`src/rtl/calc_pkg.sv`:
```
`default_nettype none
// ============================================================================
// Package  : calc_pkg
// Purpose  : Shared types and constants for the calculator datapath units
//            (inverse factorial FSM states, result record for the result mux).
// Revision : 1.0 - initial release
// ============================================================================
package calc_pkg;

  // Inverse-factorial sequencer states
  typedef enum logic [1:0] {
    IDLE = 2'd0,
    CALC = 2'd1,
    DONE = 2'd2
  } inv_fact_state_e;

  // Largest n with n! representable as a positive signed 32-bit value (12! < 2^31-1 < 13!)
  localparam int C_INV_FACT_MAX_N_W32 = 12;

  // Result width of n for a 32-bit operand: $clog2(32+1)
  localparam int C_INV_FACT_NW_W32 = 6;

  // Result record consumed by the calculator result mux
  typedef struct packed {
    logic [C_INV_FACT_NW_W32-1:0] n;
    logic                         exact;
    logic                         err;
  } inv_fact_res_t;

endpackage : calc_pkg
`default_nettype wire

```
`src/rtl/inv_factorial_seq.sv`:
```
`default_nettype none
// ============================================================================
// Module   : inv_factorial_seq
// Purpose  : Iterative inverse factorial. For signed x returns the largest
//            n >= 1 with n! <= x and flags n! == x; x <= 0 reports err.
//            One multiply per clock, valid/ready handshake on both sides.
// Revision : 1.0 - initial release
// ============================================================================
module inv_factorial_seq
  import calc_pkg::*;
#(
  parameter  int W  = 32,
  localparam int NW = $clog2(W + 1)
) (
  input  logic          clk,
  input  logic          rst_n,
  input  logic          in_valid,
  output logic          in_ready,
  input  logic [W-1:0]  x,
  output logic          out_valid,
  input  logic          out_ready,
  output logic [NW-1:0] n,
  output logic          exact,
  output logic          err
);

  inv_fact_state_e r_state;
  inv_fact_state_e w_state_nxt;

  logic [W-1:0]   r_x;      // operand latched at accept
  logic [W-1:0]   r_acc;    // i!, always <= r_x so it fits in W bits
  logic [NW-1:0]  r_i;      // current factorial index
  logic [NW-1:0]  w_i_next;
  logic [2*W-1:0] w_trial;  // acc*(i+1) at full width: no wraparound
  logic           w_trial_fits;
  logic           w_x_nonpos;
  logic           w_accept;
  logic           w_deliver;

  assign in_ready  = (r_state == IDLE);
  assign out_valid = (r_state == DONE);
  assign w_accept  = in_valid && in_ready;
  assign w_deliver = out_valid && out_ready;

  // Signed x <= 0 from the raw bits of the presented operand
  assign w_x_nonpos = x[W-1] || (x == '0);

  assign w_i_next     = r_i + 1'b1;
  assign w_trial      = {{W{1'b0}}, r_acc} * {{(2*W-NW){1'b0}}, w_i_next};
  assign w_trial_fits = (w_trial <= {{W{1'b0}}, r_x});

  // State register
  always_ff @(posedge clk or negedge rst_n) begin
    if (!rst_n) begin
      r_state <= IDLE;
    end else begin
      r_state <= w_state_nxt;
    end
  end

  // Next-state logic: non-positive operands skip straight to DONE
  always_comb begin
    w_state_nxt = r_state;
    case (r_state)
      IDLE: begin
        if (w_accept) begin
          w_state_nxt = w_x_nonpos ? DONE : CALC;
        end
      end
      CALC: begin
        if (!w_trial_fits) begin
          w_state_nxt = DONE;
        end
      end
      DONE: begin
        if (w_deliver) begin
          w_state_nxt = IDLE;
        end
      end
      default: w_state_nxt = IDLE;
    endcase
  end

  // Datapath: operand capture, one trial multiply per CALC cycle, result registers
  always_ff @(posedge clk or negedge rst_n) begin
    if (!rst_n) begin
      r_x   <= '0;
      r_acc <= {{(W-1){1'b0}}, 1'b1};
      r_i   <= {{(NW-1){1'b0}}, 1'b1};
      n     <= '0;
      exact <= 1'b0;
      err   <= 1'b0;
    end else begin
      case (r_state)
        IDLE: begin
          if (w_accept) begin
            r_x   <= x;
            r_acc <= {{(W-1){1'b0}}, 1'b1};
            r_i   <= {{(NW-1){1'b0}}, 1'b1};
            if (w_x_nonpos) begin
              n     <= '0;
              exact <= 1'b0;
              err   <= 1'b1;
            end
          end
        end
        CALC: begin
          if (w_trial_fits) begin
            r_acc <= w_trial[W-1:0];
            r_i   <= w_i_next;
          end else begin
            n     <= r_i;
            exact <= (r_acc == r_x);
            err   <= 1'b0;
          end
        end
        default: begin
        end
      endcase
    end
  end

endmodule : inv_factorial_seq
`default_nettype wire

```
`config.mk`:
```
export PLATFORM = sky130hd
export DESIGN_NAME = inv_factorial_seq
export DESIGN_NICKNAME = d
export VERILOG_FILES = /design/src/rtl/calc_pkg.sv /design/src/rtl/inv_factorial_seq.sv
export SDC_FILE = /design/constraint.sdc
export NUM_CORES = 1
export LEC_CHECK = 0
export ABC_AREA = 1
export BUFFER_PORTS_ARGS = -buffer_cell sky130_fd_sc_hd__buf_2
export CAP_MARGIN = 20
export CORE_MARGIN = 2
export CORE_UTILIZATION = 40
export DETAILED_ROUTE_END_ITERATION = 7
export SYNTH_ARGS = -nofsm -noshare
export SYNTH_HDL_FRONTEND = slang
export SYNTH_SLANG_ARGS = --single-unit
export TNS_END_PERCENT = 50
```
`constraint.sdc`:
```
create_clock -name clk -period 11.9 [get_ports clk]
set_input_delay 2.38 -clock clk [delete_from_list [all_inputs] [get_ports clk]]
set_output_delay 2.38 -clock clk [all_outputs]
set_load 0.005 [all_outputs]
```
==> flow_summary.yaml <==
final_layout:
  num_antenna_cells: 0
  area_growth_pct: 7.88
  layout_common_cells: "nand2_1, inv_1, nor2_1"
  final_common_cell: "nand2_1"
  layout.nets: 1768
  n_fill_cell: 2779
  layout-drive-gt1-share_pct: 5.79
pwr:
  clkPwrFrac_pct: 21.7
  power_leakage_nw: 5.75
  power_density_nw_per_um2: 109
  p_int_w: 0.000644
  p_comb_share_pct: 46.4
  p_switching_w: 0.000613
  p_seq_share_pct: 31.9
  switching_share_pct: 48.8
  ir_drop_uv: 110
worst_setup_path:
  crit_fanout: 36
  crit_type: "reg2reg"
  required_ps: 12180
  reg2reg_from: "r_i[0]"
  crit_slowest_cell: "dfstp_2"
  regToRegEndpoint: "r_acc[17]"
  ff2ff_path_depth: 34
  crit_path_start: "r_i[0]"
  cp-end-kind: "flop"
  max_stage_delay_ps: 660
  critPathLaunchType: "flop"
  ff2ff_setup_slack_ps: 3420
  crit_arrival_ps: 8760
  crit_top_cell: "nand2_1"
status:
  status: "finished, violations left"
  violations: "design-rule violations"
grt:
  track_usage_pct: 24.9
  grt_pass1_wl_mm: 54.4
  gr-total-overflow: 0
  grt_pass1_vias: 9930
  antenna_found_initial: 0
  grt_max_degree: 81
hold_path:
  hold_end: "exact"
  hold_path_class: "reg2reg"
  hold_depth: 2
  worstHoldStart: "exact"
synth:
  synth-adder-area-share_pct: 31.9
  ys_seq_area_share_pct: 18.8
  ys_ff_latch: 80
  synth_top_family_by_area: "adder cells"
  synth_cell_type_count: 39
  yosysWarnings: 0
  synth-main-ff-cell: "dfrtp_1"
  synthesis.area_um2: 10700
  synth-compound-area-share_pct: 8.25
  synth_enable_flop_cells: 0
  synth_fp_nets: 1740
  synth_mux_area_share_pct: 0
  synth_area_per_cell_um2: 7.11
  synth-xor-area-share_pct: 2.87
  async_flop_share_pct: 100
  synthCells: 1504
  synth-simple-area-share_pct: 25.2
timing:
  rsz0062_at_grt: "false"
  hold_viol: 0
  setup-violations-final: 0
  final_max_slew_viol_count: 0
  fmax_mhz: 118
  skew_ps: 9.69
  relSlewSlack_pct: 42.7
  finalCritPeriodShare_pct: 71.3
  finalSetupTns_ps: 0
  tightest_slew_ps: 857
  hold_slack_ps: 467
  period_needed_ps: 8480
floorplan:
  num_rows: 59
  die_h_um: 167
  coreArea_um2: 26100
  die_w_um: 167
  dieArea_um2: 28000
  start_util_pct: 40.9
  io_pins: 46
clock_network:
  htree_levels: 3
  numCtsBuffers: 9
  insertion_delay_ps: 350
  cts_tree: "done"
  path_clk_slew_ps: 70
  numClockSinks: 80
  holdBufCountCts: 0
  post_cts_resized: 0
  clockBufferDepth: 2
  postCtsSetupBuffers: 0
  clock-root-buffer: "clkbuf_16"
placement:
  portBuffers: 45
  place_congestion: 0.960
  dp_hpwl_mm: 27.1
routing:
  vias: 9819
  firstDrtPassIters: 7
  wl_per_cell_um: 17.7
  antenna_left: 0
  remaining_drc_errors: 3
  drtIter0Drc: 900
  viasPerCell: 5.25
  wirelength_mm: 33.2
flow_run:
  cap_viol_max_count: 0
## layout make-up
class	count	area, µm²	area share [%]
sequential	80	2000	17.4
tap	335	419	3.63
clock buffer	9	225	1.95
multi-input combinational	1065	7300	63.3
clock inverter	7	53.8	0.467
inverter	320	1200	10.4
timing repair buffer	56	330	2.86
## critical path, delay by kind of cell (launching register included)
family	cells	cell delay (ps)
and+or+nand+nor	19	3500
adders and majority gates	5	2190
DFF	1	660
AOI/OAI and AO/OA	3	450
buffers and inverters	6	1240
xor gates and xnor gates	1	350
## routing by layer
metal  up-vias  global-route usage (%)  wire (µm)
met5         -                       0          0
met4         0                    6.73        726
met3        50                    2.36       1810
met2       328                    41.4      15500
met1      4807                    35.0      15100
li1       4634                       -          -
## power groups by stage
stage | clock, W | combinational [W] | sequential [W]
2_1_floorplan | 0 | 0.000405 | 0.000381
3_3_place_gp | 0 | 0.000568 | 0.000402
3_5_place_dp | 0 | 0.000573 | 0.000404
4_1_cts | 0.000277 | 0.000577 | 0.000399
5_1_grt | 0.000289 | 0.000654 | 0.000409
6_report | 0.000273 | 0.000583 | 0.000400
## synthesized netlist by cell type, drive strengths merged (9+ instances only)
cell / n / share of area, %
buf: 9 / 0.75
ha: 79 / 9.2
o21ai: 76 / 3.6
o22ai: 11 / 0.64
nor3: 10 / 0.47
inv: 316 / 11
a21oi: 45 / 2.1
nor2: 193 / 6.8
dfrtp: 78 / 18
clkbuf: 30 / 1.1
fa: 121 / 23
xor2: 29 / 2.4
nor4: 9 / 0.53
nand4: 18 / 1.1
nand2: 394 / 14
nand3: 44 / 2.2
## worst max path at each step
stage / to / cells past startpoint / slack, ps
2_1_floorplan: r_acc[16] / 39 / 5770
3_3_place_gp: r_acc[24] / 38 / 3700
3_5_place_dp: r_acc[17] / 34 / 3610
4_1_cts: r_acc[17] / 34 / 3570
5_1_grt: r_acc[30] / 38 / 2790
6_report: r_acc[17] / 34 / 3420
## sequential cells by signal, summed over array words and instances (netlist names)
| name | flops |
|---|---|
| err | 1 |
| r_i | 6 |
| exact | 1 |
| r_x | 32 |
| n | 6 |
| r_state | 2 |
| r_acc | 32 |
## kinds of logic (layout without fill, tap and decap cells)
family	Yosys count	in the layout
compound gates	158	158
xor+xnor	35	35
fa+ha+maj	200	200
buf+inv	359	392
flops	80	80
simple gates	672	672
## per-stage QoR
stage	power, W	cell area [µm²]	worst slack (ps)	utilization (%)	instances
floorplan	0.000786	10700	5770	-	1504
global placement	0.000970	11200	3700	43.0	1855
detailed placement	0.000977	11200	3610	43.0	1855
CTS	0.00125	11500	3570	44.0	1871
global route	0.00135	11500	2790	44.1	1872
finish	0.00126	11500	3420	44.1	1872
Power figures use the tool's default switching activity.
